==> src/rtl/pipe_hazard_ctrl_pkg.sv <==
// Shared types and constants for the pipeline hazard controller.
package pipe_ctrl_pkg;

   // Storage width for a destination index; any REG_W up to this fits.
   localparam int unsigned RW_MAX_W = 8;

   // Forwarding select: 0 selects the register file, k selects stage k.
   localparam int unsigned FWD_MAX_W = 3;
   typedef logic [FWD_MAX_W-1:0] fwd_sel_t;
   localparam fwd_sel_t FWD_REG = '0;

   // Bit positions inside an NZVC nibble.
   localparam int unsigned FLAG_N = 3;
   localparam int unsigned FLAG_Z = 2;
   localparam int unsigned FLAG_V = 1;
   localparam int unsigned FLAG_C = 0;

   // One in-flight instruction as tracked by the scoreboard.
   typedef struct packed {
      logic                valid;
      logic [RW_MAX_W-1:0] rw;
      logic                reg_write;
      logic                mem_read;
      logic                set_flags;
   } sb_entry_t;

   localparam sb_entry_t SB_EMPTY = '0;

endpackage

==> src/rtl/pipe_hazard_ctrl_if.sv <==
// ID-side and EX-side signals exchanged between the pipeline and the hazard controller.
interface pipe_hazard_ctrl_if #(
   parameter int unsigned REG_W  = 5,
   parameter int unsigned STAGES = 3,
   parameter int unsigned CNT_W  = 32
);
   localparam int unsigned FW = $clog2(STAGES + 1);

   logic             id_valid;
   logic [REG_W-1:0] id_ra;
   logic [REG_W-1:0] id_rb;
   logic             id_use_ra;
   logic             id_use_rb;
   logic [REG_W-1:0] id_rw;
   logic             id_reg_write;
   logic             id_mem_read;
   logic             id_set_flags;
   logic             ex_br_taken;
   logic [3:0]       ex_flags;

   logic [FW-1:0]    fwd_a;
   logic [FW-1:0]    fwd_b;
   logic             stall;
   logic             flush;
   logic             ex_bubble;
   logic [3:0]       flags;
   logic [3:0]       flags_fwd;
   logic [CNT_W-1:0] stall_cnt;
   logic [CNT_W-1:0] flush_cnt;

   // Pipeline side: presents the ID instruction and EX resolution.
   modport master (
      output id_valid, id_ra, id_rb, id_use_ra, id_use_rb, id_rw,
             id_reg_write, id_mem_read, id_set_flags, ex_br_taken, ex_flags,
      input  fwd_a, fwd_b, stall, flush, ex_bubble, flags, flags_fwd,
             stall_cnt, flush_cnt
   );

   // Controller side.
   modport slave (
      input  id_valid, id_ra, id_rb, id_use_ra, id_use_rb, id_rw,
             id_reg_write, id_mem_read, id_set_flags, ex_br_taken, ex_flags,
      output fwd_a, fwd_b, stall, flush, ex_bubble, flags, flags_fwd,
             stall_cnt, flush_cnt
   );
endinterface

==> src/rtl/pipe_hazard_ctrl_hazard_scoreboard.sv <==
// Shift register of in-flight writers with per-stage source match and data-ready flags.
module hazard_scoreboard
   import pipe_ctrl_pkg::*;
#(
   parameter int unsigned REG_W    = 5,
   parameter int unsigned STAGES   = 3,
   parameter int unsigned LOAD_LAT = 1,
   parameter int unsigned ZERO_REG = 31
) (
   input  logic              clk,
   input  logic              reset,
   input  logic              capture,
   input  sb_entry_t         ins,
   input  logic [REG_W-1:0]  ra,
   input  logic [REG_W-1:0]  rb,
   input  logic              use_ra,
   input  logic              use_rb,
   output logic [STAGES:1]   match_a,
   output logic [STAGES:1]   match_b,
   output logic [STAGES:1]   ready,
   output logic              head_sets_flags
);

   sb_entry_t sb_q [1:STAGES];
   sb_entry_t sb_d [1:STAGES];

   logic ra_live;
   logic rb_live;

   // Next scoreboard: new instruction or bubble into stage 1, everything else moves down.
   always_comb begin
      sb_d[1] = capture ? ins : SB_EMPTY;
      if (ins.rw == RW_MAX_W'(ZERO_REG)) begin
         sb_d[1].reg_write = 1'b0;
      end
      for (int unsigned k = 2; k <= STAGES; k++) begin
         sb_d[k] = sb_q[k-1];
      end
   end

   // Scoreboard state register.
   always_ff @(posedge clk) begin
      for (int unsigned k = 1; k <= STAGES; k++) begin
         if (reset) begin
            sb_q[k] <= SB_EMPTY;
         end else begin
            sb_q[k] <= sb_d[k];
         end
      end
   end

   // Per-stage match against each used, non-zero source, and load readiness.
   always_comb begin
      ra_live = use_ra && (ra != REG_W'(ZERO_REG));
      rb_live = use_rb && (rb != REG_W'(ZERO_REG));
      match_a = '0;
      match_b = '0;
      ready   = '0;
      for (int unsigned k = 1; k <= STAGES; k++) begin
         match_a[k] = ra_live && sb_q[k].valid && sb_q[k].reg_write &&
                      (sb_q[k].rw == RW_MAX_W'(ra));
         match_b[k] = rb_live && sb_q[k].valid && sb_q[k].reg_write &&
                      (sb_q[k].rw == RW_MAX_W'(rb));
         ready[k]   = !sb_q[k].mem_read || (k > LOAD_LAT);
      end
   end

   assign head_sets_flags = sb_q[1].valid && sb_q[1].set_flags;

endmodule

==> src/rtl/pipe_hazard_ctrl.sv <==
// Hazard controller top: forwarding priority, stall/flush arbitration, NZVC register, counters.
module pipe_hazard_ctrl
   import pipe_ctrl_pkg::*;
#(
   parameter int unsigned REG_W    = 5,
   parameter int unsigned STAGES   = 3,
   parameter int unsigned LOAD_LAT = 1,
   parameter int unsigned ZERO_REG = 31,
   parameter int unsigned CNT_W    = 32
) (
   input logic               clk,
   input logic               reset,
   pipe_hazard_ctrl_if.slave bus
);

   localparam int unsigned FW = $clog2(STAGES + 1);

   logic [STAGES:1] match_a;
   logic [STAGES:1] match_b;
   logic [STAGES:1] ready;
   logic            head_sets_flags;
   logic            capture;
   sb_entry_t       ins;

   logic [FW-1:0]    fwd_a_c;
   logic [FW-1:0]    fwd_b_c;
   logic             wait_src;
   logic             stall_c;
   logic             flush_c;

   logic [3:0]       flags_q;
   logic [3:0]       flags_d;
   logic [CNT_W-1:0] stall_cnt_q;
   logic [CNT_W-1:0] stall_cnt_d;
   logic [CNT_W-1:0] flush_cnt_q;
   logic [CNT_W-1:0] flush_cnt_d;

   // Scoreboard entry for the instruction currently in ID.
   always_comb begin
      ins           = SB_EMPTY;
      ins.valid     = 1'b1;
      ins.rw        = RW_MAX_W'(bus.id_rw);
      ins.reg_write = bus.id_reg_write;
      ins.mem_read  = bus.id_mem_read;
      ins.set_flags = bus.id_set_flags;
   end

   assign capture = bus.id_valid && !stall_c && !flush_c;

   hazard_scoreboard #(
      .REG_W    (REG_W),
      .STAGES   (STAGES),
      .LOAD_LAT (LOAD_LAT),
      .ZERO_REG (ZERO_REG)
   ) u_sb (
      .clk             (clk),
      .reset           (reset),
      .capture         (capture),
      .ins             (ins),
      .ra              (bus.id_ra),
      .rb              (bus.id_rb),
      .use_ra          (bus.id_use_ra),
      .use_rb          (bus.id_use_rb),
      .match_a         (match_a),
      .match_b         (match_b),
      .ready           (ready),
      .head_sets_flags (head_sets_flags)
   );

   // Nearest match wins; a nearest match that is not ready selects the regfile and relies on the stall.
   always_comb begin
      fwd_a_c  = FW'(FWD_REG);
      fwd_b_c  = FW'(FWD_REG);
      wait_src = 1'b0;
      for (int unsigned k = STAGES; k >= 1; k--) begin
         if (match_a[k]) begin
            fwd_a_c = ready[k] ? FW'(k) : FW'(FWD_REG);
         end
         if (match_b[k]) begin
            fwd_b_c = ready[k] ? FW'(k) : FW'(FWD_REG);
         end
         wait_src = wait_src || ((match_a[k] || match_b[k]) && !ready[k]);
      end
   end

   // A taken branch overrides any load-use stall; reset forces all outputs idle.
   always_comb begin
      flush_c = !reset && bus.ex_br_taken;
      stall_c = !reset && bus.id_valid && wait_src && !flush_c;
   end

   // Next-state for the flag register and the two event counters.
   always_comb begin
      flags_d     = head_sets_flags ? bus.ex_flags : flags_q;
      stall_cnt_d = stall_cnt_q + CNT_W'(stall_c);
      flush_cnt_d = flush_cnt_q + CNT_W'(flush_c);
   end

   // Architectural flags and performance counters.
   always_ff @(posedge clk) begin
      if (reset) begin
         flags_q     <= '0;
         stall_cnt_q <= '0;
         flush_cnt_q <= '0;
      end else begin
         flags_q     <= flags_d;
         stall_cnt_q <= stall_cnt_d;
         flush_cnt_q <= flush_cnt_d;
      end
   end

   assign bus.fwd_a     = reset ? FW'(FWD_REG) : fwd_a_c;
   assign bus.fwd_b     = reset ? FW'(FWD_REG) : fwd_b_c;
   assign bus.stall     = stall_c;
   assign bus.flush     = flush_c;
   assign bus.ex_bubble = stall_c || flush_c;
   assign bus.flags     = flags_q;
   assign bus.flags_fwd = reset ? 4'b0000 : flags_d;
   assign bus.stall_cnt = stall_cnt_q;
   assign bus.flush_cnt = flush_cnt_q;

endmodule

==> src/flat_wrapper.sv <==
// flat-port wrapper written by rule: the top's interface ports become plain ports
module pipe_hazard_ctrl_flat import pipe_ctrl_pkg::*;
#(
   parameter int unsigned REG_W    = 5,
   parameter int unsigned STAGES   = 3,
   parameter int unsigned LOAD_LAT = 1,
   parameter int unsigned ZERO_REG = 31,
   parameter int unsigned CNT_W    = 32
)
  (clk, reset, bus_id_valid, bus_id_ra, bus_id_rb, bus_id_use_ra, bus_id_use_rb, bus_id_rw, bus_id_reg_write, bus_id_mem_read, bus_id_set_flags, bus_ex_br_taken, bus_ex_flags, bus_fwd_a, bus_fwd_b, bus_stall, bus_flush, bus_ex_bubble, bus_flags, bus_flags_fwd, bus_stall_cnt, bus_flush_cnt);
  pipe_hazard_ctrl_if #(.REG_W(REG_W), .STAGES(STAGES), .CNT_W(CNT_W)) bus_i ();
  input logic clk;
  input logic reset;
  input wire logic [$bits(bus_i.id_valid)-1:0] bus_id_valid;
  input wire logic [$bits(bus_i.id_ra)-1:0] bus_id_ra;
  input wire logic [$bits(bus_i.id_rb)-1:0] bus_id_rb;
  input wire logic [$bits(bus_i.id_use_ra)-1:0] bus_id_use_ra;
  input wire logic [$bits(bus_i.id_use_rb)-1:0] bus_id_use_rb;
  input wire logic [$bits(bus_i.id_rw)-1:0] bus_id_rw;
  input wire logic [$bits(bus_i.id_reg_write)-1:0] bus_id_reg_write;
  input wire logic [$bits(bus_i.id_mem_read)-1:0] bus_id_mem_read;
  input wire logic [$bits(bus_i.id_set_flags)-1:0] bus_id_set_flags;
  input wire logic [$bits(bus_i.ex_br_taken)-1:0] bus_ex_br_taken;
  input wire logic [$bits(bus_i.ex_flags)-1:0] bus_ex_flags;
  output wire logic [$bits(bus_i.fwd_a)-1:0] bus_fwd_a;
  output wire logic [$bits(bus_i.fwd_b)-1:0] bus_fwd_b;
  output wire logic [$bits(bus_i.stall)-1:0] bus_stall;
  output wire logic [$bits(bus_i.flush)-1:0] bus_flush;
  output wire logic [$bits(bus_i.ex_bubble)-1:0] bus_ex_bubble;
  output wire logic [$bits(bus_i.flags)-1:0] bus_flags;
  output wire logic [$bits(bus_i.flags_fwd)-1:0] bus_flags_fwd;
  output wire logic [$bits(bus_i.stall_cnt)-1:0] bus_stall_cnt;
  output wire logic [$bits(bus_i.flush_cnt)-1:0] bus_flush_cnt;
  assign bus_i.id_valid = bus_id_valid;
  assign bus_i.id_ra = bus_id_ra;
  assign bus_i.id_rb = bus_id_rb;
  assign bus_i.id_use_ra = bus_id_use_ra;
  assign bus_i.id_use_rb = bus_id_use_rb;
  assign bus_i.id_rw = bus_id_rw;
  assign bus_i.id_reg_write = bus_id_reg_write;
  assign bus_i.id_mem_read = bus_id_mem_read;
  assign bus_i.id_set_flags = bus_id_set_flags;
  assign bus_i.ex_br_taken = bus_ex_br_taken;
  assign bus_i.ex_flags = bus_ex_flags;
  assign bus_fwd_a = bus_i.fwd_a;
  assign bus_fwd_b = bus_i.fwd_b;
  assign bus_stall = bus_i.stall;
  assign bus_flush = bus_i.flush;
  assign bus_ex_bubble = bus_i.ex_bubble;
  assign bus_flags = bus_i.flags;
  assign bus_flags_fwd = bus_i.flags_fwd;
  assign bus_stall_cnt = bus_i.stall_cnt;
  assign bus_flush_cnt = bus_i.flush_cnt;
  pipe_hazard_ctrl #(.REG_W(REG_W), .STAGES(STAGES), .LOAD_LAT(LOAD_LAT), .ZERO_REG(ZERO_REG), .CNT_W(CNT_W)) u_core (.clk(clk), .reset(reset), .bus(bus_i));
endmodule
==> config.mk <==
export PLATFORM = sky130hd
export DESIGN_NAME = pipe_hazard_ctrl_flat
export DESIGN_NICKNAME = d
export VERILOG_FILES = /design/src/rtl/pipe_hazard_ctrl_pkg.sv /design/src/rtl/pipe_hazard_ctrl_if.sv /design/src/rtl/pipe_hazard_ctrl_hazard_scoreboard.sv /design/src/rtl/pipe_hazard_ctrl.sv /design/src/flat_wrapper.sv
export SDC_FILE = /design/constraint.sdc
export NUM_CORES = 1
export LEC_CHECK = 0
export BUFFER_PORTS_ARGS = -buffer_cell sky130_fd_sc_hd__buf_2
export CELL_PAD_IN_SITES_DETAIL_PLACEMENT = 1
export CELL_PAD_IN_SITES_GLOBAL_PLACEMENT = 1
export CORE_UTILIZATION = 40
export DETAILED_ROUTE_END_ITERATION = 10
export GPL_TIMING_DRIVEN = 1
export PLACE_DENSITY = 0.88
export SYNTH_ARGS = -nofsm -noshare
export SYNTH_HDL_FRONTEND = slang
export SYNTH_HIERARCHICAL = 1
export SYNTH_SLANG_ARGS = --single-unit
export TNS_END_PERCENT = 20
==> constraint.sdc <==
create_clock -name clk -period 4.25 [get_ports clk]
set_clock_uncertainty 0.15 [all_clocks]
set_input_delay 0.2125 -clock clk [delete_from_list [all_inputs] [get_ports clk]]
set_output_delay 0.2125 -clock clk [all_outputs]
set_load 0.03 [all_outputs]
==> run metrics <==
outcome finished, final reports clean; CTS Buf Count 9; end-of-flow core utilization 51.2%; port bufs 106; first-pass GRT wire length 20300 um; Lkg Pwr 2.24 nW; CP max FO 9; hold slack final 0.0114 ns; GPL Wtd Cong 0.854; Met3 Wirelength 570 um; peak supply drop 244 uV; Root Buffer clkbuf_16; Design Area, Final 5620 um2; vias in the first global route 4096; Pwr Total 1.96 mW; core area 11000 um2; DP Wirelength 9060 um; M1 WL 5840 um; post-CTS sizing 0; mapped cell area 4560 um2; WL/cell 16.3 um; Min-Delay Endpoint u_core/bus.flags[1]; initial drt markers 186; worst skew pair latency 0.35 ns; Synth Area in Compound Gates 9.30%; Die Y 109 um; DR vias/cell 5.43; setup TNS 0 ns; Post-Synth Simple-Gate Area 30.2%; Hold Vio Cnt, Final 0; Area Growth Syn to Fin 23.2%; RSZ-0062 raised after global routing no; Synth Area in Adders 1.10%; Sinks on Clock Net 100; TritonCTS clock tree yes; Worst Tran Pin Value 0.917 ns; reg2reg end u_core/bus.stall_cnt[24]; Post-synth EDFFs 0; count of cell types in the netlist 38; Top-Level Pins 107; CP Launch Type flop; Inserted Diodes 0; DRT antenna net count 0; CTS max path bufs 2; Die X 109 um; fin. max-slew vios 0; largest family of logic cells by synthesized area simple AND/OR/NAND/NOR gates; P per Cell Area 348 nW/um2; xor/xnor share of the synthesized area 10.2%; Initial Util 41.5%; initial antenna violation count 1; CP Data Required Time 4.34 ns; slew margin rel. 38.8%; hold depth 3; final setup fails 0; Core Rows 38; die area 11800 um2; nets 654; min Tclk post-route 3.88 ns; largest net degree at the start of global routing 86; post-synthesis mux area share 2.11%; max_cap viols 0; Max Fclk 0.258 GHz; Via Count 4164; register-to-register setup slack 0.37 ns; main flop type after synthesis dfxtp_1; YS warnings 6; reg2reg path depth 13; CTS HTree Levels 3; part of the cycle the worst path needs 91.3%; worst hold start bus_ex_flags[1]; Initial DRT Pass Iterations 4; final wirelength 12500 um; critical path arrival 3.97 ns; share of layout cells above drive strength 1 21.1%; DRC 0; DR WL met2 5860 um; async set-reset flop share out of synthesis 0%; Clock transition at path regs 0.07 ns; placed inst area 5180 um2; Overflow after GRT 0; register area share after synthesis 43.9%; syn avg cell area 8.92 um2; Crit. End Element flop; Yosys reg bits 100; Total GRT Usage 22.2%; cells after synthesis 511; Top Metal Used met5; worst flop-to-flop path startpoint u_core/u_sb/sb_q[0][4]; Setup CP Type flop to flop; worst hold-check path type primary input to flop
-- worst max-delay path, cell delays in order (launching register included) --
cell,delay [ns]
dfxtp_1,0.40
xnor2_1,0.15
nand4_1,0.11
nor4_1,0.62
o21bai_1,0.12
o221ai_1,0.10
nand3b_1,0.14
nor2_1,0.18
ha_1,0.26
ha_1,0.22
and4_1,0.37
nand3_1,0.30
nor3_1,0.28
mux2_2,0.37
-- stage by stage --
step	setup WS [ns]	std cells
floorplan	0.674	517
global placement	0.656	741
detailed placement	0.459	741
CTS	0.419	767
global route	0.0589	767
finish	0.369	767
-- synth_stat cells, types with 3 or more instances --
library cell | count | area share, %
nand4_1 | 28 | 3.8
nand2_1 | 30 | 2.5
clkbuf_1 | 14 | 1.2
and3_1 | 7 | 0.96
buf_4 | 4 | 0.66
nand3_1 | 17 | 1.9
or4_1 | 18 | 3.0
inv_1 | 6 | 0.49
a21oi_1 | 37 | 4.1
xor2_1 | 20 | 3.8
nor3_1 | 7 | 0.77
dfxtp_1 | 100 | 44
xnor2_1 | 33 | 6.3
mux2_2 | 5 | 1.2
nor2_1 | 43 | 3.5
ha_1 | 4 | 1.1
conb_1 | 3 | 0.25
or3_1 | 12 | 1.6
o21ai_0 | 14 | 1.5
and2_1 | 16 | 2.2
o31ai_1 | 18 | 3.0
nor2b_1 | 30 | 4.1
nor4_1 | 8 | 1.1
nand3b_1 | 3 | 0.49
mux2i_1 | 4 | 0.88
and4_1 | 10 | 1.9
-- report_power, final --
group          switching (mW)  total (mW)  internal, mW
Sequential            0.00695       0.953         0.946
Combinational          0.0533      0.0948        0.0415
Clock                   0.358       0.908         0.550
-- cells in the final DEF (no fill, tap or decap), types with 8 or more instances in the layout --
cell / count
nor2b_1: 30
conb_1: 9
clkbuf_16: 9
nor4_1: 8
and2_1: 16
a21oi_1: 37
dlygate4sd3_1: 10
dfxtp_1: 100
o21ai_0: 14
nand3_1: 17
nor2_1: 43
xor2_1: 20
or3_1: 12
o31ai_1: 18
xnor2_1: 33
nand4_1: 28
nand2_1: 30
and4_1: 10
or4_1: 18
buf_2: 106
-- registers in the layout, indices dropped and copies added (netlist names) --
| name | cells |
|---|---|
| u_core/bus.flags | 4 |
| u_core/bus.flush_cnt | 32 |
| u_core/bus.stall_cnt | 32 |
| u_core/u_sb/sb_q | 32 |
-- per-layer routing --
layer  track usage (%)  vias to the layer above
met5                 0                        -
met4              9.36                        2
met3              4.42                       19
met2              36.4                       97
met1              28.3                     2007
li1                  -                     2039
-- cell families (layout without fill, tap and decap cells) --
group,count (synthesis),count (layout)
xor gates and xnor gates,53,53
DFF,100,100
AOI/OAI and AO/OA,73,73
muxes,9,9
buffers and inverters,29,139
and+or+nand+nor,240,240
other,3,9
adders and majority gates,4,4
-- what timing repair did --
action                                  CTS  global route
endpoints found under the hold margin    10             0
setup buffers                             0             0
hold buffers                             10             0
endpoints found under the setup margin    0             0
-- area by class of cell --
| cell class | count | area, um2 |
|---|---|---|
| Clock inverter | 5 | 82.6 |
| Sequential cell | 100 | 2000 |
| Fill cell | 1350 | 5360 |
| Clock buffer | 11 | 253 |
| Multi-Input combinational cell | 388 | 2450 |
| Tap cell | 140 | 175 |
| Timing Repair Buffer | 117 | 638 |
| Inverter | 6 | 22.5 |
-- worst max path at each step --
stage / cells after the start / startpoint / to
after floorplan: 14 / u_core/u_sb/sb_q[0][4] / u_core/bus.stall_cnt[24]
after global placement: 14 / bus_id_rb[4] / u_core/bus.stall_cnt[24]
after detailed placement: 13 / u_core/u_sb/sb_q[0][4] / u_core/bus.stall_cnt[24]
after CTS: 13 / u_core/u_sb/sb_q[0][4] / u_core/bus.stall_cnt[24]
after global routing: 13 / u_core/u_sb/sb_q[0][4] / u_core/bus.stall_cnt[24]
final: 13 / u_core/u_sb/sb_q[0][4] / u_core/bus.stall_cnt[24]
Note: power is estimated with default switching activity, not from simulation.
